### config.mk
export PLATFORM = sky130hd
export DESIGN_NAME = uart_tx_arb
export DESIGN_NICKNAME = d
export VERILOG_FILES = /design/src/rtl/uart_tx_arb.sv
export SDC_FILE = /design/constraint.sdc
export NUM_CORES = 1
export LEC_CHECK = 0
export BUFFER_PORTS_ARGS = -buffer_cell sky130_fd_sc_hd__buf_2
export CAP_MARGIN = 0
export CELL_PAD_IN_SITES_DETAIL_PLACEMENT = 0
export CELL_PAD_IN_SITES_GLOBAL_PLACEMENT = 1
export CORE_MARGIN = 2
export CORE_UTILIZATION = 38
export DETAILED_ROUTE_END_ITERATION = 8
export GPL_ROUTABILITY_DRIVEN = 0
export PLACE_DENSITY_LB_ADDON = 0.1
export SETUP_SLACK_MARGIN = 0.4
export SYNTH_ARGS = -nofsm -noshare
export SYNTH_HDL_FRONTEND = slang
export SYNTH_SLANG_ARGS = --single-unit
### constraint.sdc
create_clock -name clk -period 2.74 [get_ports clk]
set_clock_uncertainty 0.2 [all_clocks]
set_input_delay 0.548 -clock clk [delete_from_list [all_inputs] [get_ports clk]]
set_output_delay 0.548 -clock clk [all_outputs]
set_load 0.05 [all_outputs]
### src/rtl/uart_tx_arb.sv
// Round-robin arbiter sharing one UART transmitter between N_REQ byte requesters.
// Optional packet lock (hold grant until req_last) enabled by defining UART_ARB_LOCK_EN.
module uart_tx_arb #(
    parameter int N_REQ      = 4,
    parameter int ID_W       = 2,
    parameter int GAP_CYCLES = 0
) (
    input  logic                 clk,
    input  logic                 rst,
    input  logic [N_REQ-1:0]     req,
    input  logic [8*N_REQ-1:0]   req_data,
    input  logic [N_REQ-1:0]     req_last,
    output logic [N_REQ-1:0]     req_ack,
    output logic                 tx_vld,
    output logic [7:0]           tx_data,
    input  logic                 txrdy,
    output logic [ID_W-1:0]      gnt_id,
    output logic                 busy
);

    typedef enum logic [1:0] {IDLE, WAIT_LOW, WAIT_HIGH, GAP} state_t;

    state_t            state, state_nxt;
    logic [ID_W-1:0]   ptr, ptr_nxt;
    logic [15:0]       gap_cnt, gap_cnt_nxt;
    logic [N_REQ-1:0]  elig;
    logic              win_vld;
    logic [ID_W-1:0]   win_id;
    int unsigned       idx;
    logic              vld_nxt;
    logic [N_REQ-1:0]  ack_nxt;
    logic [7:0]        data_nxt;
    logic [ID_W-1:0]   gnt_nxt;

`ifdef UART_ARB_LOCK_EN
    logic lock, lock_nxt;
    assign elig = lock ? (req & (N_REQ'(1) << ptr)) : req;
`else
    logic unused_last;
    assign unused_last = ^req_last;
    assign elig        = req;
`endif

    // Later iterations overwrite earlier ones, so ptr+1 ends up with top priority.
    always_comb begin
        win_vld = 1'b0;
        win_id  = '0;
        idx     = 0;
        for (int unsigned k = 0; k < N_REQ; k++) begin
            idx = (32'(ptr) + N_REQ - k) % N_REQ;
            if (elig[idx]) begin
                win_vld = 1'b1;
                win_id  = ID_W'(idx);
            end
        end
    end

    always_comb begin
        state_nxt   = state;
        ptr_nxt     = ptr;
        gap_cnt_nxt = gap_cnt;
        vld_nxt     = 1'b0;
        ack_nxt     = '0;
        data_nxt    = tx_data;
        gnt_nxt     = gnt_id;
`ifdef UART_ARB_LOCK_EN
        lock_nxt    = lock;
`endif
        case (state)
            IDLE: begin
                if (txrdy && win_vld) begin
                    vld_nxt   = 1'b1;
                    data_nxt  = req_data[8*int'(win_id) +: 8];
                    ack_nxt   = N_REQ'(1) << win_id;
                    gnt_nxt   = win_id;
                    ptr_nxt   = win_id;
                    state_nxt = WAIT_LOW;
`ifdef UART_ARB_LOCK_EN
                    lock_nxt  = !req_last[win_id];
`endif
                end
            end
            WAIT_LOW: begin
                if (!txrdy) state_nxt = WAIT_HIGH;
            end
            WAIT_HIGH: begin
                if (txrdy) begin
                    if (GAP_CYCLES > 0) begin
                        gap_cnt_nxt = 16'(GAP_CYCLES - 1);
                        state_nxt   = GAP;
                    end else begin
                        state_nxt   = IDLE;
                    end
                end
            end
            GAP: begin
                if (gap_cnt == '0) state_nxt = IDLE;
                else               gap_cnt_nxt = gap_cnt - 16'd1;
            end
            default: state_nxt = IDLE;
        endcase
    end

    always_ff @(posedge clk or negedge rst) begin
        if (!rst) begin
            state   <= IDLE;
            ptr     <= ID_W'(N_REQ - 1);
            gap_cnt <= '0;
            tx_vld  <= 1'b0;
            tx_data <= '0;
            req_ack <= '0;
            gnt_id  <= '0;
            busy    <= 1'b0;
`ifdef UART_ARB_LOCK_EN
            lock    <= 1'b0;
`endif
        end else begin
            state   <= state_nxt;
            ptr     <= ptr_nxt;
            gap_cnt <= gap_cnt_nxt;
            tx_vld  <= vld_nxt;
            tx_data <= data_nxt;
            req_ack <= ack_nxt;
            gnt_id  <= gnt_nxt;
            busy    <= (state_nxt != IDLE);
`ifdef UART_ARB_LOCK_EN
            lock    <= lock_nxt;
`endif
        end
    end

endmodule

---- Word level (Yosys, flattened, before mapping) ----
Index checks and enable logic that the tools add are counted.
storage, ports and cells
  flip-flop bits (word level) ............. 36
  latch bits .............................. 0
  memory bits (writable) .................. 0
  memory bits (read-only) ................. 0
  bits of input ports ..................... 43
  output and inout port bits .............. 16
  word-level logic and storage cells ...... 54
  memories kept ........................... 0
cells by class
  add/sub/neg operators ................... 5
  $mul .................................... 0
  div/mod/pow operators ................... 0
  magnitude comparators ................... 4
  equality and inequality tests ........... 3
  shifts and indexed selects .............. 2
  mux-type cells .......................... 25
  bitwise gates (word level) .............. 1
  reduce and logical (&&, ||, !) cells .... 6
operators by type and width
  kind                                                                           count
  32-bit by 6-bit variable part select with 8-bit output                         1
  16-bit logical NOT                                                             1
  2-bit two-way mux                                                              8
  16-bit by 1-bit subtractor with 16-bit output (second input constant)          1
  2-bit by 3-bit less-than comparator with 1-bit output (second input constant)  4
  1-bit two-way mux                                                              10
  1-bit binary-select mux with 2-bit select                                      4
  4-bit two-way mux                                                              2
  2-bit case mux with 4 select lines                                             1
  2-bit equality test (second input constant)                                    2
  2-bit AND reduction                                                            2
  1-bit by 2-bit left shift with 4-bit output (first input constant)             1
  2-bit subtractor (second input constant)                                       2
  2-bit by 1-bit adder with 2-bit output (second input constant)                 1
  2-bit by 1-bit equality test with 1-bit output (second input constant)         1
  2-bit logical NOT                                                              1
  2-bit nonzero test                                                             1
  2-bit by 1-bit subtractor with 2-bit output (second input constant)            1
  1-bit logical AND                                                              1
  1-bit NOT                                                                      1

---- Logic depth before layout (Yosys ltp) ----
Gate-level depths: netlist (run 1).
  depth after elaboration ................. 11
  depth in mapped cells ................... 8
  gate-level depth less buffers ........... 7

---- Worst setup path after synthesis (run 1) ----
Ideal clock, no wire load.
  path kind ............................... input -> register
  from .................................... input req[3]
  to ...................................... register tx_data[5]
  setup time .............................. 0.123 ns
  arrival ................................. 1.757 ns
  data required time ...................... 2.417 ns
  setup slack ............................. 0.661 ns
  stages .................................. 6
  path buffers ............................ 1
  cell sequence ........................... nor2b_1 o21ai_1 and3_1 buf_2 mux2_2 o221a_1
between the ends
  word-level cells in the longest chain between the ends .. 8
  elaborated cells on any way between the ends .. 19
  classes of those cells .................. shift: 1; mux: 16; reduce/logical: 2
RTL lines
  what                                                                                            RTL line  source
  start, declared                                                                                 10        input logic [N_REQ-1:0] req,
  branches (longest 8 deep; another with 32-bit by 6-bit variable part select with 8-bit output)  n/a
  end signal, assigned                                                                            122       tx_data <= data_nxt;
  end, declared                                                                                   15        output logic [7:0] tx_data,
Parallel ways; which one is timed is not known. The select of a mux whose other input is x is not followed.
A chain may end at the register's enable or synchronous reset.

---- Worst setup path in the final report (run 1) ----
  from .................................... register gap_cnt[7]
  to ...................................... register gap_cnt[4]
between the ends
  word-level cells in the longest chain between the ends .. 3
RTL lines
  what                           RTL line  source
  start, declared                25        logic [15:0] gap_cnt, gap_cnt_nxt;
  start signal, assigned         120       gap_cnt <= gap_cnt_nxt;
  16-bit logical NOT             97        if (gap_cnt == '0) state_nxt = IDLE;
  1-bit NOT (no line)            n/a
  2-bit AND reduction (no line)  n/a
No other way between the ends.

==> results of run 1 <==
[worst max-delay path by stage]
stage	to	slack [ns]	cells after the start
CTS	tx_data[5]$_DFFE_PN0P_	0.53	5
floorplan	tx_data[5]$_DFFE_PN0P_	0.66	6
global route	gap_cnt[14]$_DFFE_PN0P_	0.44	7
detailed placement	tx_data[3]$_DFFE_PN0P_	0.40	7
finish	gap_cnt[4]$_DFFE_PN0P_	0.64	5
global placement	tx_data[5]$_DFFE_PN0P_	0.40	7
[sequential cells by signal (all words and copies together), names as in the netlist]
name,cells
tx_data,8
gap_cnt,16
busy,1
ptr,2
tx_vld,1
req_ack,4
gnt_id,2
state,2
[synthesized netlist by cell type, types with 2 or more instances]
| cell type | count |
|---|---|
| nor3b_1 | 2 |
| dfstp_2 | 2 |
| nor2b_1 | 3 |
| o21ai_1 | 3 |
| o211ai_1 | 5 |
| a21o_1 | 2 |
| or4_4 | 2 |
| clkbuf_1 | 3 |
| nor3_1 | 2 |
| nand3_1 | 4 |
| nor2_1 | 14 |
| nand2_1 | 20 |
| nor4_1 | 4 |
| dfrtp_1 | 34 |
| mux2i_1 | 5 |
| a31oi_1 | 8 |
| a21oi_1 | 3 |
| inv_1 | 12 |
| xnor2_1 | 6 |
| nand2b_1 | 2 |
| o221a_1 | 3 |
| and4_1 | 5 |
| a211o_1 | 3 |
| xor2_1 | 8 |
| buf_6 | 2 |
| o21ai_0 | 8 |
| mux2_1 | 2 |
[kinds of logic after synthesis]
group,count (synthesis)
mux,8
fa+ha+maj,1
flops,36
compound gates,40
simple gates,69
buf+inv,20
xor+xnor,14
[worst reg2reg max path, delay by kind of cell, from the launching register on]
kind	cells	cell delay, ns
compound gates	1	0.32
xor+xnor	1	0.14
flops	1	0.45
simple gates	3	0.87
[power groups by stage]
stage / Combinational, mW / Sequential, mW / Clock (mW)
floorplan: 0.304 / 0.997 / 0
global placement: 0.786 / 0.711 / 0
detailed placement: 0.787 / 0.711 / 0
CTS: 0.788 / 0.703 / 0.368
global route: 0.845 / 0.717 / 0.391
finish: 0.779 / 0.701 / 0.352
[routing by layer]
layer / GRT usage / up-vias
li1: - / 787
met1: 0.198 / 680
met2: 0.234 / 42
met3: 0.0402 / 5
met4: 0.0595 / 0
met5: 0 / -
[cell type report]
cell class,instances,area share
multi-input combinational,132,0.391
sequential,36,0.385
timing repair buffer,59,0.131
tap,67,0.0358
clock buffer,7,0.0326
inverter,13,0.0219
clock inverter,1,0.00213
[what timing repair did]
action / in CTS / in global routing
setup endpoints to repair: 0 / 4
resized for setup: 0 / 3
buffers inserted: 0 / 0
[metrics by stage]
| step | setup WS (ns) | instance area, µm² | power (mW) |
|---|---|---|---|
| 2_1_floorplan | 0.661 | 1910 | 1.30 |
| 3_3_place_gp | 0.401 | 2260 | 1.50 |
| 3_5_place_dp | 0.395 | 2260 | 1.50 |
| 4_1_cts | 0.530 | 2340 | 1.86 |
| 5_1_grt | 0.440 | 2340 | 1.95 |
| 6_report | 0.642 | 2340 | 1.83 |
==> results.txt, run 1 <==
----------------------------------------------------
[Logic synthesis]
  Dominant cells by area after synthesis ... dfrtp_1, nand2_1, xor2_1
  Synth area leader ... dfrtp_1
  Mux cell area share after synthesis ... 0.0439
  Complex-gate fraction of the synthesized area ... 0.147
  Share of synthesized cell area in full adder, half adder and majority cells ... 0.00655
  Syn avg cell area ... just over 10 µm²
  Number of enable-type register cells in the synthesized netlist ... 0
  Post-synthesis cell area ... 0.00191 mm²
  Net count of the mapped netlist ... about 230
  Primary FF master, synth ... dfrtp_1
  Yosys reg bits ... 36
  Fraction of the mapped netlist area in simple logic gates ... 0.215
  Share of synthesized area occupied by flip-flops and latches ... 0.473
  Count of cell types in the netlist ... 48
  Cell count after synthesis ... 188
  Synth warn ... 0
  Post-synth top area share ... 0.445
  Xor-xnor portion of the synthesized cell area ... 0.0642
  Asr flop ratio synth ... 1.00
  Dominant combinational cell family by area after synthesis ... simple AND/OR/NAND/NOR gates

[Floorplanning]
  Initial core utilization ... 0.399
  Number of core rows ... 25
  Height of the die ... 74.9 µm
  Die ar. ... 0.00561 mm²
  Die W ... 74.9 µm
  I/O pin count ... 59
  Core Box Area ... 0.00479 mm²

[Placement]
  Placed wire-length estimate after detailed placement ... 2850 µm
  Number of instances in the placed design ... 307
  Port Buffers ... 54

[Pwr]
  Switching part of the total power ... 0.416
  Power per cell area ... 782 mW/mm²
  Share of power burned in registers ... 0.383
  Leakage power ... 1.22 nW
  Logic pwr share ... 0.425
  Share of power burned in the clock network ... 0.192
  Internal power ... 1.07 mW
  Highest ir drop seen on vdd ... about 0.00033 V
  Power spent charging and discharging nets ... 763 µW

[Finish]
  Final design utilization ... 0.490
  Area taken by multi-input logic gates ... about 920 µm²
  Most common cell after layout, fill and taps aside ... buf_2
  Area Overhead vs Synth ... 22.7%
  Area occupied by registers ... 903 µm²
  Most used cells in the layout excluding fill and tap cells ... buf_2, dfrtp_1, nand2_1
  ANT cells ... 0
  Final-layout fill cell count ... approximately 490
  Fraction of final layout cells with drive strength greater than 1 ... 0.331
  Number of non-filler instances in the completed layout ... 315
  Fin nets ... 291

[Clock network]
  Sinks on the clock net ... 36
  Clock Latency Late Sink ... 0.28 ns
  Number of H-tree levels ... 2
  CTS tree ... done
  Total CTS buffers ... 5
  Deepest clock path buffer count ... 2
  Post-cts hold buffer count ... 0
  CTS root buffer ... clkbuf_8
  Clock input transition at the sequential cells of the worst setup and hold paths ... 0.07 ns

[Detailed routing]
  TritonRoute pass-1 iters ... 4
  Amount of wire on met3 after detailed routing ... between 150 and 200 µm
  Routed length per placed instance ... 12.0 µm
  Highest routing layer actually used ... met4
  Amount of wire on met2 after detailed routing ... 1710 µm
  Vias per Instance ... 4.81
  Number of remaining DRC errors ... 0
  Residual antenna-violating net count after detailed routing ... 0
  Routed vias ... about 1500
  Sum of routed wire length over all layers ... 3780 µm
  Length of routed wiring on met1 ... 1810 µm
  Violation count after the first detailed-routing iteration ... 34

[STA]
  Setup repair after global routing missed its margin ... false
  Pins over their slew limit ... 0
  Actual transition at the worst max-transition pin ... just under 0.8 ns
  Final number of hold-violating endpoints ... 0
  Final period util ... 0.766
  Setup violators final ... 0
  Final min period ... 2.10 ns
  Final hold slack ... approximately 0.14 ns
  Max Clock Freq ... 477 MHz
  Total Negative Setup Slacks ... 0 ns
  Max transition margin ... 0.479

[Setup path]
  Start point of the critical path ... gap_cnt[7]$_DFFE_PN0P_
  Maximum net fanout on the critical path ... 10
  Data required time at the worst endpoint ... 2.70 ns
  Cell count of the worst reg-to-reg path ... 5
  Kind of end point of the critical path ... register
  Cell family with the largest share of critical-path delay ... simple AND/OR/NAND/NOR gates
  Number of buffers and inverters on the critical path ... 0
  Origin of the critical flop-to-flop path ... gap_cnt[7]$_DFFE_PN0P_
  Critical-path top delay cell ... or4_4
  Signal arrival time at the worst endpoint ... 2.05 ns
  Register-to-Register Setup Slack ... 0.64 ns
  Worst setup path category ... reg -> reg
  RR Endpoint ... gap_cnt[4]$_DFFE_PN0P_
  Cells along the critical path ... or4_4 -> nor3_4 -> a31o_2 -> nor4_1 -> xor2_1
  Peak per-stage delay on the critical path ... slightly below 0.6 ns
  CP startpoint kind ... register

[GRT]
  Initial antenna violation count ... 0
  Wire length of the first global-routing pass ... 6440 µm
  Tot GR Track Use ... 0.150
  Congestion Overflow GR ... 0
  Pin count of the biggest net entering global routing ... 37
  Via count of the first global-routing pass ... 1410

[Run status]
  Status ... finished clean

[Hold path]
  Path class of the lowest-slack min-delay path ... in -> async

[Job]
  Max capacitance violation total ... 0

----------------------------------------------------
Note: power is estimated with default switching activity, not from simulation.
==> inputs of run 2 (changes only) <==
Settings changed: CORE_UTILIZATION 38 to 34.
Clock period 2.74 ns to 1.8 ns, I/O delays scaled along.
==> run 2 against run 1 <==
Net effect:
- the run now ends with setup timing left
- largest cell class unchanged
- via count increased by 18%
- combinational power increased by 140%
- critical endpoint is now gap_cnt[7]$_DFFE_PN0P_
- non-clock buffer count increased by 59
- fmax increased by 6.6%
- clock power increased by 73%
- power increased by 95%
- die area increased by 11%
==> results.txt, run 2 (synthesized netlist as in run 1, its figures left out) <==
----------------------------------------------------
[Finish]
  Largest register FFs ... 16
  Fin nets ... 350
  Final design utilization ... 0.594
  ANT cells ... 0
  Most common cell after layout, fill and taps aside ... buf_4
  Register with the highest flop count ... gap_cnt
  Final-layout fill cell count ... 511
  Fraction of final layout cells with drive strength greater than 1 ... 0.590
  Area Overhead vs Synth ... 70.1%
  Largest registers ... gap_cnt: 16 flops, tx_data: 8 flops, req_ack: 4 flops
  Number of non-filler instances in the completed layout ... 379
  Most used cells in the layout excluding fill and tap cells ... buf_4, buf_2, dfrtp_1

[STA]
  Setup repair after global routing missed its margin ... true
  Final period util ... 1.09
  Total Negative Setup Slacks ... -2.69 ns
  Setup violators final ... 29
  Max transition margin ... 0.685
  Max Clock Freq ... 508 MHz
  Final min period ... a little under 2 ns
  Post-layout worst setup margin ... -0.169 ns
  Pins over their slew limit ... 0
  Final number of hold-violating endpoints ... 0
  Actual transition at the worst max-transition pin ... ~0.47 ns

[Floorplanning]
  Number of core rows ... 27
  Initial core utilization ... 0.349
  Height of the die ... a little under 80 µm
  Core Box Area ... 0.00547 mm²
  Die W ... 79.0 µm
  Die ar. ... roughly 0.0062 mm²
  I/O pin count ... 59

[Pwr]
  Power Total ... 3.57 mW
  Power spent charging and discharging nets ... 1.40 mW
  Switching part of the total power ... 0.392
  Logic pwr share ... 0.520
  Leakage power ... 1.64 nW
  Internal power ... 2.17 mW
  Highest ir drop seen on vdd ... 0.000814 V
  Power per cell area ... 1100 mW/mm²
  Share of power burned in registers ... 0.309
  Share of power burned in the clock network ... 0.170

[Setup path]
  Critical-path top delay cell ... or4_4
  Cell family with the largest share of critical-path delay ... simple AND/OR/NAND/NOR gates
  Maximum net fanout on the critical path ... 5
  Cell count of the worst reg-to-reg path ... 6
  Signal arrival time at the worst endpoint ... 1.95 ns
  Cells along the critical path ... or4_4 -> nor3_4 -> buf_6 -> a311oi_4 -> buf_4 -> xor2_1
  Worst setup path category ... reg -> reg
  Origin of the critical flop-to-flop path ... gap_cnt[7]$_DFFE_PN0P_
  Peak per-stage delay on the critical path ... around 0.56 ns
  Register-to-Register Setup Slack ... -0.17 ns
  RR Endpoint ... gap_cnt[7]$_DFFE_PN0P_
  CP startpoint kind ... register
  Data required time at the worst endpoint ... 1.78 ns
  Kind of end point of the critical path ... register
  Number of buffers and inverters on the critical path ... 2

[Run status]
  Status ... finished, violations left
  Failing checks ... setup timing

[Clock network]
  Total CTS buffers ... 5
  CTS tree ... done
  Clock input transition at the sequential cells of the worst setup and hold paths ... 0.08 ns
  Deepest clock path buffer count ... 2
  Number of H-tree levels ... 2
  CTS root buffer ... clkbuf_8
  Clock Latency Late Sink ... 0.29 ns
  Sinks on the clock net ... 36

[GRT]
  Pin count of the biggest net entering global routing ... 37
  Congestion Overflow GR ... 0
  Via count of the first global-routing pass ... 1827
  Tot GR Track Use ... 0.170
  Wire length of the first global-routing pass ... 8270 µm
  Initial antenna violation count ... 0

[Placement]
  Number of instances in the placed design ... 349
  Placed wire-length estimate after detailed placement ... 3370 µm
  Port Buffers ... 54
  DP Worst Slack ... -0.268 ns

[Detailed routing]
  Violation count after the first detailed-routing iteration ... 40
  Vias per Instance ... 4.70
  TritonRoute pass-1 iters ... 4
  Routed vias ... 1782
  Sum of routed wire length over all layers ... 4830 µm
  Residual antenna-violating net count after detailed routing ... 0
  Routed length per placed instance ... about 13 µm
  Number of remaining DRC errors ... 0

[Hold path]
  Instance count along the most critical hold path ... 3
  Terminating pin of the worst hold path ... state[1]$_DFF_PN0_
  Worst hold path startpoint ... txrdy
  Path class of the lowest-slack min-delay path ... in -> reg

[Job]
  Max capacitance violation total ... 0

----------------------------------------------------
run 2: cell count changes in the layout (fill, tap and decap cells not counted), sizes merged:
cell	before	now
buf	59	117
clkbuf	7	6
clkinv	1	2
dlygate4sd3	0	1
run 2: power by group through the flow:
stage | Sequential (mW) | Combinational (mW) | Clock, mW
final | 1.11 | 1.86 | 0.609
after global routing | 1.12 | 1.98 | 0.666
after CTS | 1.10 | 1.64 | 0.634
after detailed placement | 1.08 | 1.36 | 0
after global placement | 1.08 | 1.36 | 0
after floorplan | 1.52 | 0.557 | 0
run 2: stage by stage:
step	area (µm²)	hold WS, ns
finish	3250	0.163
global route	3250	0.160
CTS	3020	0.155
detailed placement	2620	0.235
global placement	2620	0.237
floorplan	2000	-0.136
run 2: cell type report:
cell class | count | area (µm²) | area share
Multi-Input combinational cell | 132 | 1180 | 0.363
Timing Repair Buffer | 118 | 922 | 0.284
Sequential cell | 36 | 905 | 0.278
Tap cell | 72 | 90.1 | 0.0277
Clock buffer | 6 | 82.6 | 0.0254
Inverter | 13 | 58.8 | 0.0181
Clock inverter | 2 | 10.0 | 0.00308
run 2: worst max path at each step:
stage,startpoint,slack (ns),to,depth (start not counted)
floorplan,gap_cnt[10]$_DFFE_PN0P_,-0.16,gap_cnt[4]$_DFFE_PN0P_,6
global placement,gap_cnt[10]$_DFFE_PN0P_,-0.25,gap_cnt[1]$_DFFE_PN0P_,6
detailed placement,gap_cnt[10]$_DFFE_PN0P_,-0.27,gap_cnt[1]$_DFFE_PN0P_,6
CTS,gap_cnt[7]$_DFFE_PN0P_,-0.15,gap_cnt[15]$_DFFE_PN0P_,6
global route,gap_cnt[7]$_DFFE_PN0P_,-0.23,gap_cnt[7]$_DFFE_PN0P_,6
finish,gap_cnt[7]$_DFFE_PN0P_,-0.17,gap_cnt[7]$_DFFE_PN0P_,6
run 2: worst reg2reg max path, cell delays in order (launching register included):
cell and delay (ns):
dfrtp_1 0.38, or4_4 0.56, nor3_4 0.18, buf_6 0.14, a311oi_4 0.11, buf_4 0.16, xor2_1 0.13
run 2: routing by layer:
layer  GRT usage  up-vias  wire, µm
met4      0.0672        0        78
met1       0.203      828      2130
met5           0        -         0
met3      0.0409        7       246
met2       0.296       40      2370
li1            -      907         -
run 2: what timing repair did:
| item | in CTS | in global routing |
|---|---|---|
| resized for setup | 65 | 36 |
| endpoints found under the setup margin | 51 | 52 |
| buffers inserted | 6 | 15 |
| cloned | 0 | 0 |
| endpoints found under the hold margin | 34 | 0 |
| pin swaps | 17 | 14 |
| hold buffers | 1 | 0 |
==> inputs of run 3 (changes only) <==
Settings changed: REMOVE_ABC_BUFFERS set to 1.
==> run 3 against run 2 <==
Net effect:
- the flow still finishes with violations (setup timing)
- first-iteration DRC count shrank 2.5%
- power fell by 2.1%
- wire length increased by 2.6%
- critical path depth stayed put
- cell count increased by 0.53%
- sequential share of layout area rose by 0.080 points
- register-to-register slack lost 0.02 ns
- hold slack gained 0.011 ns
==> results.txt, run 3 (synthesized netlist as in run 1, its figures left out) <==
----------------------------------------------------
[Clock network]
  Clock input transition at the sequential cells of the worst setup and hold paths ... 0.08 ns
  Total CTS buffers ... 5
  Deepest clock path buffer count ... 2
  Clock Latency Late Sink ... slightly below 0.3 ns
  Sinks on the clock net ... 36
  Number of H-tree levels ... 2
  CTS tree ... done
  CTS root buffer ... clkbuf_8

[Pwr]
  Power per cell area ... about 1100 mW/mm²
  Leakage power ... around 1.6 nW
  Share of power burned in registers ... 0.316
  Logic pwr share ... 0.501
  Power spent charging and discharging nets ... between 1 and 1.5 mW
  Internal power ... 2.14 mW
  Share of power burned in the clock network ... 0.184
  Switching part of the total power ... 0.387
  Highest ir drop seen on vdd ... 0.000658 V
  Power Total ... between 3 and 4 mW

[Run status]
  Failing checks ... setup timing
  Status ... finished, violations left

[Detailed routing]
  Residual antenna-violating net count after detailed routing ... 0
  Vias per Instance ... 4.74
  Sum of routed wire length over all layers ... 4950 µm
  Routed vias ... 1805
  TritonRoute pass-1 iters ... 4
  Number of remaining DRC errors ... 0
  Violation count after the first detailed-routing iteration ... 39
  Routed length per placed instance ... between 10 and 15 µm

[STA]
  Max Clock Freq ... approximately 500 MHz
  Final min period ... 1.99 ns
  Final hold slack ... roughly 0.17 ns
  Pins over their slew limit ... 0
  Final number of hold-violating endpoints ... 0
  Setup repair after global routing missed its margin ... true
  Max transition margin ... 0.684
  Total Negative Setup Slacks ... -2.45 ns
  Final period util ... 1.11
  Setup violators final ... 22
  Actual transition at the worst max-transition pin ... approximately 0.47 ns
  Post-layout worst setup margin ... -0.193 ns

[Hold path]
  Path class of the lowest-slack min-delay path ... in -> reg

[GRT]
  Pin count of the biggest net entering global routing ... 37
  Via count of the first global-routing pass ... 1773
  Tot GR Track Use ... 0.164
  Congestion Overflow GR ... 0
  Initial antenna violation count ... 0
  Wire length of the first global-routing pass ... about 8000 µm

[Finish]
  Largest registers ... gap_cnt: 16 flops, tx_data: 8 flops, req_ack: 4 flops
  Post-route cell area ... 0.00324 mm²
  Most used cells in the layout excluding fill and tap cells ... buf_4, buf_2, dfrtp_1
  Area Overhead vs Synth ... 69.4%
  Largest register FFs ... 16
  Fraction of final layout cells with drive strength greater than 1 ... 0.583
  Most common cell after layout, fill and taps aside ... buf_4
  Fin nets ... ~350
  ANT cells ... 0
  Register with the highest flop count ... gap_cnt
  Final-layout fill cell count ... 503

[Placement]
  Placed wire-length estimate after detailed placement ... 3330 µm
  DP Worst Slack ... -0.260 ns
  Placed cell area ... about 0.0026 mm²
  Port Buffers ... 54

[Floorplanning]
  I/O pin count ... 59
  Die ar. ... 0.00623 mm²
  Number of core rows ... 27
  Height of the die ... 79.0 µm
  Initial core utilization ... 0.349
  Core Box Area ... 0.00547 mm²
  Die W ... between 70 and 80 µm

[Setup path]
  CP startpoint kind ... register
  Signal arrival time at the worst endpoint ... about 2.0 ns
  Kind of end point of the critical path ... register
  Worst setup path category ... reg -> reg
  Maximum net fanout on the critical path ... 7
  Data required time at the worst endpoint ... 1.76 ns

[Job]
  Max capacitance violation total ... 0

----------------------------------------------------
[run 3: cell count changes in the layout (fill, tap and decap cells not counted), moves of 3 or more]
cell,previous run,this run
buf_6,29,32
nor2_1,6,9
nor2_4,5,2
o21ai_0,2,5
o21ai_1,6,3
[run 3: layout make-up]
type	instances	area (µm²)	share of cell area
multi-input combinational	132	1140	0.352
timing repair buffer	120	946	0.292
sequential	36	903	0.279
clock buffer	8	100	0.0309
tap	72	90.1	0.0278
inverter	13	58.8	0.0182
[run 3: what timing repair did]
action / 4_1_cts / 5_1_grt
hold buffers: 1 / 0
pin swaps: 7 / 13
gates resized for setup: 75 / 33
cloned: 0 / 0
setup buffers: 8 / 12
hold endpoints to repair: 34 / 0
endpoints found under the setup margin: 52 / 51
[run 3: final timing paths]
check	slack [ns]	startpoint	cells past startpoint	to
min in group asynchronous	0.44	rst	3	gap_cnt[0]$_DFFE_PN0P_
max in group asynchronous	0.60	rst	3	ptr[0]$_DFFE_PN1P_
hold / removal	0.17	txrdy	3	state[1]$_DFF_PN0_
setup / recovery	-0.19	gap_cnt[7]$_DFFE_PN0P_	6	gap_cnt[3]$_DFFE_PN0P_
hold reg to reg	0.31	ptr[1]$_DFFE_PN1P_	2	ptr[1]$_DFFE_PN1P_
setup reg to reg	-0.19	gap_cnt[7]$_DFFE_PN0P_	6	gap_cnt[3]$_DFFE_PN0P_
[run 3: power groups by stage]
stage	clock [mW]	combinational [mW]	sequential (mW)
after floorplan	0	0.426	1.52
after global placement	0	1.29	1.08
after detailed placement	0	1.29	1.08
after CTS	0.665	1.64	1.10
after global routing	0.704	1.86	1.12
final	0.642	1.75	1.10
[run 3: through the flow]
step | utilization | std cells
3_3_place_gp | 0.471 | 352
3_5_place_dp | 0.471 | 352
6_report | 0.591 | 381
2_1_floorplan | - | 181
4_1_cts | 0.549 | 369
5_1_grt | 0.591 | 381
[run 3: critical path: stages (launching register included)]
cell and delay (ns):
dfrtp_1 0.38, or4_4 0.56, nor3_4 0.16, buf_4 0.14
a31o_4 0.23, nor4_2 0.06, xor2_1 0.14
[run 3: layer usage]
metal  share of wire  track usage
met2            0.53        0.307
met1            0.42        0.180
met3           0.034       0.0409
met5               0            0
met4           0.011       0.0517
